`src/rtl/sub_64_pipe_if.sv`:
```
// Handshake and operand/result bundle for the pipelined subtractor.
// The master side issues operands and consumes results; the slave side is the subtractor.
interface sub_64_pipe_if #(
    parameter int WIDTH = 64
);
    logic             in_valid;
    logic             in_ready;
    logic [WIDTH-1:0] in1;
    logic [WIDTH-1:0] in2;
    logic             bin;
    logic             out_valid;
    logic             out_ready;
    logic [WIDTH-1:0] diff;
    logic             bout;
    logic             ovf;
    logic             zero;

    modport master (
        output in_valid, in1, in2, bin, out_ready,
        input  in_ready, out_valid, diff, bout, ovf, zero
    );

    modport slave (
        input  in_valid, in1, in2, bin, out_ready,
        output in_ready, out_valid, diff, bout, ovf, zero
    );
endinterface

```
`src/rtl/sub_64_pipe.sv`:
```
// Pipelined carry-select subtractor: one operand slice per stage, registered borrow chain.
// The whole pipe freezes on backpressure; WIDTH must be a multiple of STAGES.
module sub_64_pipe #(
    parameter int WIDTH  = 64,
    parameter int STAGES = 4
) (
    input logic          clk,
    input logic          reset,
    sub_64_pipe_if.slave io
);
    localparam int SW = WIDTH / STAGES;

    logic advance;
    logic out_valid;

    assign advance     = !out_valid || io.out_ready;
    assign io.in_ready = advance;

    for (genvar k = 0; k < STAGES; k++) begin : stg
        localparam int RW = (k + 1) * SW;

        logic          v_q;
        logic          br_q;
        logic [RW-1:0] res_q;

        logic          v_next;
        logic [SW-1:0] a_s;
        logic [SW-1:0] b_s;
        logic          bsel;
        logic [SW:0]   d0;
        logic [SW:0]   d1;
        logic [SW-1:0] d_s;
        logic          bo;
        logic [RW-1:0] res_next;

        if (k == 0) begin : src
            assign v_next   = io.in_valid;
            assign a_s      = io.in1[SW-1:0];
            assign b_s      = io.in2[SW-1:0];
            assign bsel     = io.bin;
            assign res_next = d_s;
        end else begin : src
            assign v_next   = stg[k-1].v_q;
            assign a_s      = stg[k-1].sk.ska_q[SW-1:0];
            assign b_s      = stg[k-1].sk.skb_q[SW-1:0];
            assign bsel     = stg[k-1].br_q;
            assign res_next = {d_s, stg[k-1].res_q};
        end

        // Both borrow-in cases are ready before the previous slice's borrow picks one.
        assign d0        = {1'b0, a_s} - {1'b0, b_s};
        assign d1        = {1'b0, a_s} - {1'b0, b_s} - {{SW{1'b0}}, 1'b1};
        assign {bo, d_s} = bsel ? d1 : d0;

        always_ff @(posedge clk or posedge reset) begin
            if (reset) begin
                v_q   <= 1'b0;
                br_q  <= 1'b0;
                res_q <= '0;
            end else if (advance) begin
                v_q   <= v_next;
                br_q  <= bo;
                res_q <= res_next;
            end
        end

        if (k < STAGES - 1) begin : sk
            localparam int KW = (STAGES - 1 - k) * SW;

            logic [KW-1:0] ska_q;
            logic [KW-1:0] skb_q;
            logic [KW-1:0] ska_next;
            logic [KW-1:0] skb_next;

            if (k == 0) begin : nx
                assign ska_next = io.in1[WIDTH-1:SW];
                assign skb_next = io.in2[WIDTH-1:SW];
            end else begin : nx
                assign ska_next = stg[k-1].sk.ska_q[(STAGES-k)*SW-1:SW];
                assign skb_next = stg[k-1].sk.skb_q[(STAGES-k)*SW-1:SW];
            end

            always_ff @(posedge clk or posedge reset) begin
                if (reset) begin
                    ska_q <= '0;
                    skb_q <= '0;
                end else if (advance) begin
                    ska_q <= ska_next;
                    skb_q <= skb_next;
                end
            end
        end

        if (k == STAGES - 1) begin : fin
            logic ovf_q;
            logic zero_q;

            // The top slice operands here still carry the original sign bits.
            always_ff @(posedge clk or posedge reset) begin
                if (reset) begin
                    ovf_q  <= 1'b0;
                    zero_q <= 1'b0;
                end else if (advance) begin
                    ovf_q  <= (a_s[SW-1] != b_s[SW-1]) && (d_s[SW-1] != a_s[SW-1]);
                    zero_q <= ~|res_next;
                end
            end
        end
    end

    assign out_valid    = stg[STAGES-1].v_q;
    assign io.out_valid = out_valid;
    assign io.diff      = stg[STAGES-1].res_q;
    assign io.bout      = stg[STAGES-1].br_q;
    assign io.ovf       = stg[STAGES-1].fin.ovf_q;
    assign io.zero      = stg[STAGES-1].fin.zero_q;
endmodule

```
`src/flat_wrapper.sv`:
```
// flat-port wrapper written by rule: the top's interface ports become plain ports
module sub_64_pipe_flat 
#(
    parameter int WIDTH  = 64,
    parameter int STAGES = 4
)
  (clk, reset, io_in_valid, io_in1, io_in2, io_bin, io_out_ready, io_in_ready, io_out_valid, io_diff, io_bout, io_ovf, io_zero);
  sub_64_pipe_if #(.WIDTH(WIDTH)) io_i ();
  input logic clk;
  input logic reset;
  input wire logic [$bits(io_i.in_valid)-1:0] io_in_valid;
  input wire logic [$bits(io_i.in1)-1:0] io_in1;
  input wire logic [$bits(io_i.in2)-1:0] io_in2;
  input wire logic [$bits(io_i.bin)-1:0] io_bin;
  input wire logic [$bits(io_i.out_ready)-1:0] io_out_ready;
  output wire logic [$bits(io_i.in_ready)-1:0] io_in_ready;
  output wire logic [$bits(io_i.out_valid)-1:0] io_out_valid;
  output wire logic [$bits(io_i.diff)-1:0] io_diff;
  output wire logic [$bits(io_i.bout)-1:0] io_bout;
  output wire logic [$bits(io_i.ovf)-1:0] io_ovf;
  output wire logic [$bits(io_i.zero)-1:0] io_zero;
  assign io_i.in_valid = io_in_valid;
  assign io_i.in1 = io_in1;
  assign io_i.in2 = io_in2;
  assign io_i.bin = io_bin;
  assign io_i.out_ready = io_out_ready;
  assign io_in_ready = io_i.in_ready;
  assign io_out_valid = io_i.out_valid;
  assign io_diff = io_i.diff;
  assign io_bout = io_i.bout;
  assign io_ovf = io_i.ovf;
  assign io_zero = io_i.zero;
  sub_64_pipe #(.WIDTH(WIDTH), .STAGES(STAGES)) u_core (.clk(clk), .reset(reset), .io(io_i));
endmodule
```
`config.mk`:
```
export PLATFORM = sky130hd
export DESIGN_NAME = sub_64_pipe_flat
export DESIGN_NICKNAME = d
export VERILOG_FILES = /design/src/rtl/sub_64_pipe_if.sv /design/src/rtl/sub_64_pipe.sv /design/src/flat_wrapper.sv
export SDC_FILE = /design/constraint.sdc
export NUM_CORES = 1
export LEC_CHECK = 0
export CORE_MARGIN = 8
export CORE_UTILIZATION = 57
export CTS_BUF_LIST = sky130_fd_sc_hd__clkbuf_16
export CTS_CLUSTER_SIZE = 16
export DETAILED_ROUTE_END_ITERATION = 7
export PLACE_DENSITY_LB_ADDON = 0.3
export SYNTH_ARGS = -nofsm -noshare
export SYNTH_HDL_FRONTEND = slang
export SYNTH_SLANG_ARGS = --single-unit
export TNS_END_PERCENT = 5
```
`constraint.sdc`:
```
create_clock -name clk -period 15.05 [get_ports clk]
set_clock_uncertainty 0.2 [all_clocks]
set_input_delay 2.2575 -clock clk [delete_from_list [all_inputs] [get_ports clk]]
set_output_delay 2.2575 -clock clk [all_outputs]
set_load 0.03 [all_outputs]
```
==> qor.txt <==
Synthesized area - 18200 um^2
Num ports - 202
Most common cell in the netlist - nand2_1
Fin Hold WS - 0.260 ns
Worst Hold Path EP - u_core.io.out_valid$_DFFE_PP0P_
Pin count of the biggest net entering global routing - 244
Cell Rows - 65
Num CTS Buffers - 39
Pleak - 10.5 nW
Flop2flop setup slack - 11.13 ns
Top delay family on crit path - buffers and inverters
Post-DP Area - 20500 um^2
Buf/Inv on CP - 4
Slowest CP cell - clkdlybuf4s50_1
Reg area - 9060 um^2
RSZ-0062 raised after global routing - no
Via density - 5.38
Period utilisation layout - 48.5%
GRT Util Overall - 22.2%
Hold Vio Cnt, Final - 0
CP most frequent cell - clkdlybuf4s50_1
Worst hold stages - 1
Post-DP HPWL - 30100 um
Comb pwr share - 50.2%
Synth area leaders - dfrtp_1 50%, nand2_1 18%, ha_1 4.7%, o21ai_0 3.5%, xnor2_1 2.4%
Syn Inst Count - 2144
Ys async rst share - 100%
Grt ovf - 0
Final worst path period need - 7.30 ns
CTS tree - done
Worst IR Drop VDD - 0.000163 V
CP Class - input pin to output pin
Post-synthesis sequential area ratio - 49.7%
Synth cell types - 79
Internal power - 3.00 mW
Worst flop-to-flop path startpoint - u_core.stg[1].sk.ska_q[0]$_DFFE_PP0P_
# port buffers - 201
Fmax - 0.137 GHz
Routed Antenna Nets - 0
Vias in the first global route - 14400
# hold bufs at CTS - 0
Clock Power Share - 18.3%
Multi-input gate area - 8430 um^2
CORE AREA - 31600 um^2
Net Switching - 2.25 mW
Sw frac - 42.9%
Setup Viol. Count Final - 0
Final Max Slew Viols - 0
Pre-antenna DRT Iters - 5
Top FF cell, synth - dfrtp_1
CP peak stage delay - 0.72 ns
CP Max Fanout - 243
CTS resizes - 0
HP Class - register to register
Reg power frac - 31.6%
Number of post-CTS setup repair buffers - 0
Synth area leader - dfrtp_1
Fill count - 2484
Worst Hold Launch - u_core.stg[2].v_q$_DFFE_PP0P_
H-tree depth - 2
Post-synthesis register bit count - 362
WL per Instance - 15.6 um
CTS Sinks - 362
Post-detailed-routing wire length - 42500 um
Layout area overhead - 19.3%
Reg2reg path depth - 13
WP data required - 12.59 ns
Clock Latency Late Sink - 0.53 ns
TNS Setup - 0 ns
Critical Path Start Type - input pin
Residual DRC - 0
CP endpoint kind - output pin
Critical path, cell by cell - clkdlybuf4s50_1 -> nor2b_4 -> buf_12 -> inv_8 -> clkdlybuf4s50_1
Post-Synthesis Mean Instance Area - 8.50 um^2
Total power - 5.25 mW
Slew HR - 22.9%
Effective utilization at floorplan - 57.7%
Worst-Margin Slew - 1.16 ns
Antenna violations before repair - 1
Final instance area - 21700 um^2
Die Ht - 195 um
Share of cells above drive strength 1 - 4.08%
Pwr/cell area - 242 nW/um^2
EDFF count, synth - 0
Top cell type's share of synthesized area - 49.7%
Yosys warning count - 0
Syn nets - 2349
MaxCap Viol Count - 0
DIE AREA - 37900 um^2
CTS Buffer Depth - 3
Die width - 195 um
First-pass GRT wire length - 71000 um
Synth top cells by count - 876 x nand2_1, 362 x dfrtp_1, 126 x o21ai_0, 97 x inv_1, 85 x clkbuf_1
Clock-pin slew on the worst setup and hold paths - 0.06 ns
CTS root buffer - clkbuf_16
GPL Wtd Cong - 0.868
Nets@finish - 2505
Outcome - complete, no violations
Vias - 14700
Layout Utilization - 68.9%
Initial DRC count - 926
Data arrival, critical path - 4.85 ns
Worst R2R End - u_core.stg[2].br_q$_DFFE_PP0P_
-- sequential cells by signal (all words and copies together), names as in the netlist --
signal	count
u_core.stg.sk.ska_q	96
u_core.io.ovf	1
u_core.stg.v_q	3
u_core.stg.res_q	96
u_core.stg.sk.skb_q	96
u_core.io.zero	1
u_core.stg.br_q	3
u_core.io.out_valid	1
u_core.io.bout	1
u_core.io.diff	64
-- layout make-up --
type,instances,share of cell area (%)
antenna,1,0.0115
clock buffer,40,4.60
clock inverter,29,1.29
inverter,97,1.74
multi-input combinational,1591,38.8
sequential,362,41.7
tap,402,2.31
timing repair buffer,209,9.59
-- through the flow --
stage          cells  worst slack [ns]
6_report        2731              7.75
5_1_grt         2731              7.68
4_1_cts         2730              7.84
3_5_place_dp    2661              7.83
3_3_place_gp    2661              7.88
2_1_floorplan   2144              2.55
-- metal layers --
metal  vias to the layer above  track usage [%]  wire [um]
li1                       7351                -          -
met1                      6942             30.6      19400
met2                       316             35.7      20100
met3                        73             3.61       2120
met4                         0             6.43        974
met5                         -                0          0
-- cell usage in the layout, fill, tap and decap left out, drive strengths merged, types with 27 or more instances in the layout --
cell,netlist,final
xnor2,50,50
xor2,41,41
nor4,27,27
dfrtp,362,362
ha,68,68
nor3,28,28
nor2,72,72
a21oi,56,56
clkbuf,85,40
o21ai,133,133
inv,97,102
nand2,876,876
clkdlybuf4s50,0,201
-- worst max-delay path by stage --
stage	start	to	slack (ns)	cells past startpoint
after CTS	io_out_ready	io_in_ready	7.84	5
final	io_out_ready	io_in_ready	7.75	5
after detailed placement	io_out_ready	io_in_ready	7.83	5
after floorplan	reset	u_core.io.bout$_DFFE_PP0P_	2.55	1
after global placement	io_out_ready	io_in_ready	7.88	5
after global routing	io_out_ready	io_in_ready	7.68	5
-- logic make-up (layout without fill, tap and decap cells) --
group,count (synthesis),in the layout,share of synthesized area (%)
multiplexers,7,7,0.412
XOR/XNOR,93,93,4.71
AND/OR/NAND/NOR,1108,1108,25.2
other,0,1,0
adder cells (fa/ha/maj),72,72,5.11
AO/OA/AOI/OAI,311,311,10.8
buffers and inverters,191,375,4.04
flip-flops,362,362,49.7
-- power groups by stage --
stage / combinational, mW / sequential, mW / clock [mW]
CTS: 2.64 / 1.66 / 0.975
floorplan: 1.80 / 1.77 / 0
detailed placement: 2.62 / 1.67 / 0
global route: 2.93 / 1.71 / 1.02
finish: 2.63 / 1.66 / 0.959
global placement: 2.55 / 1.65 / 0
Power figures use the tool's default switching activity.
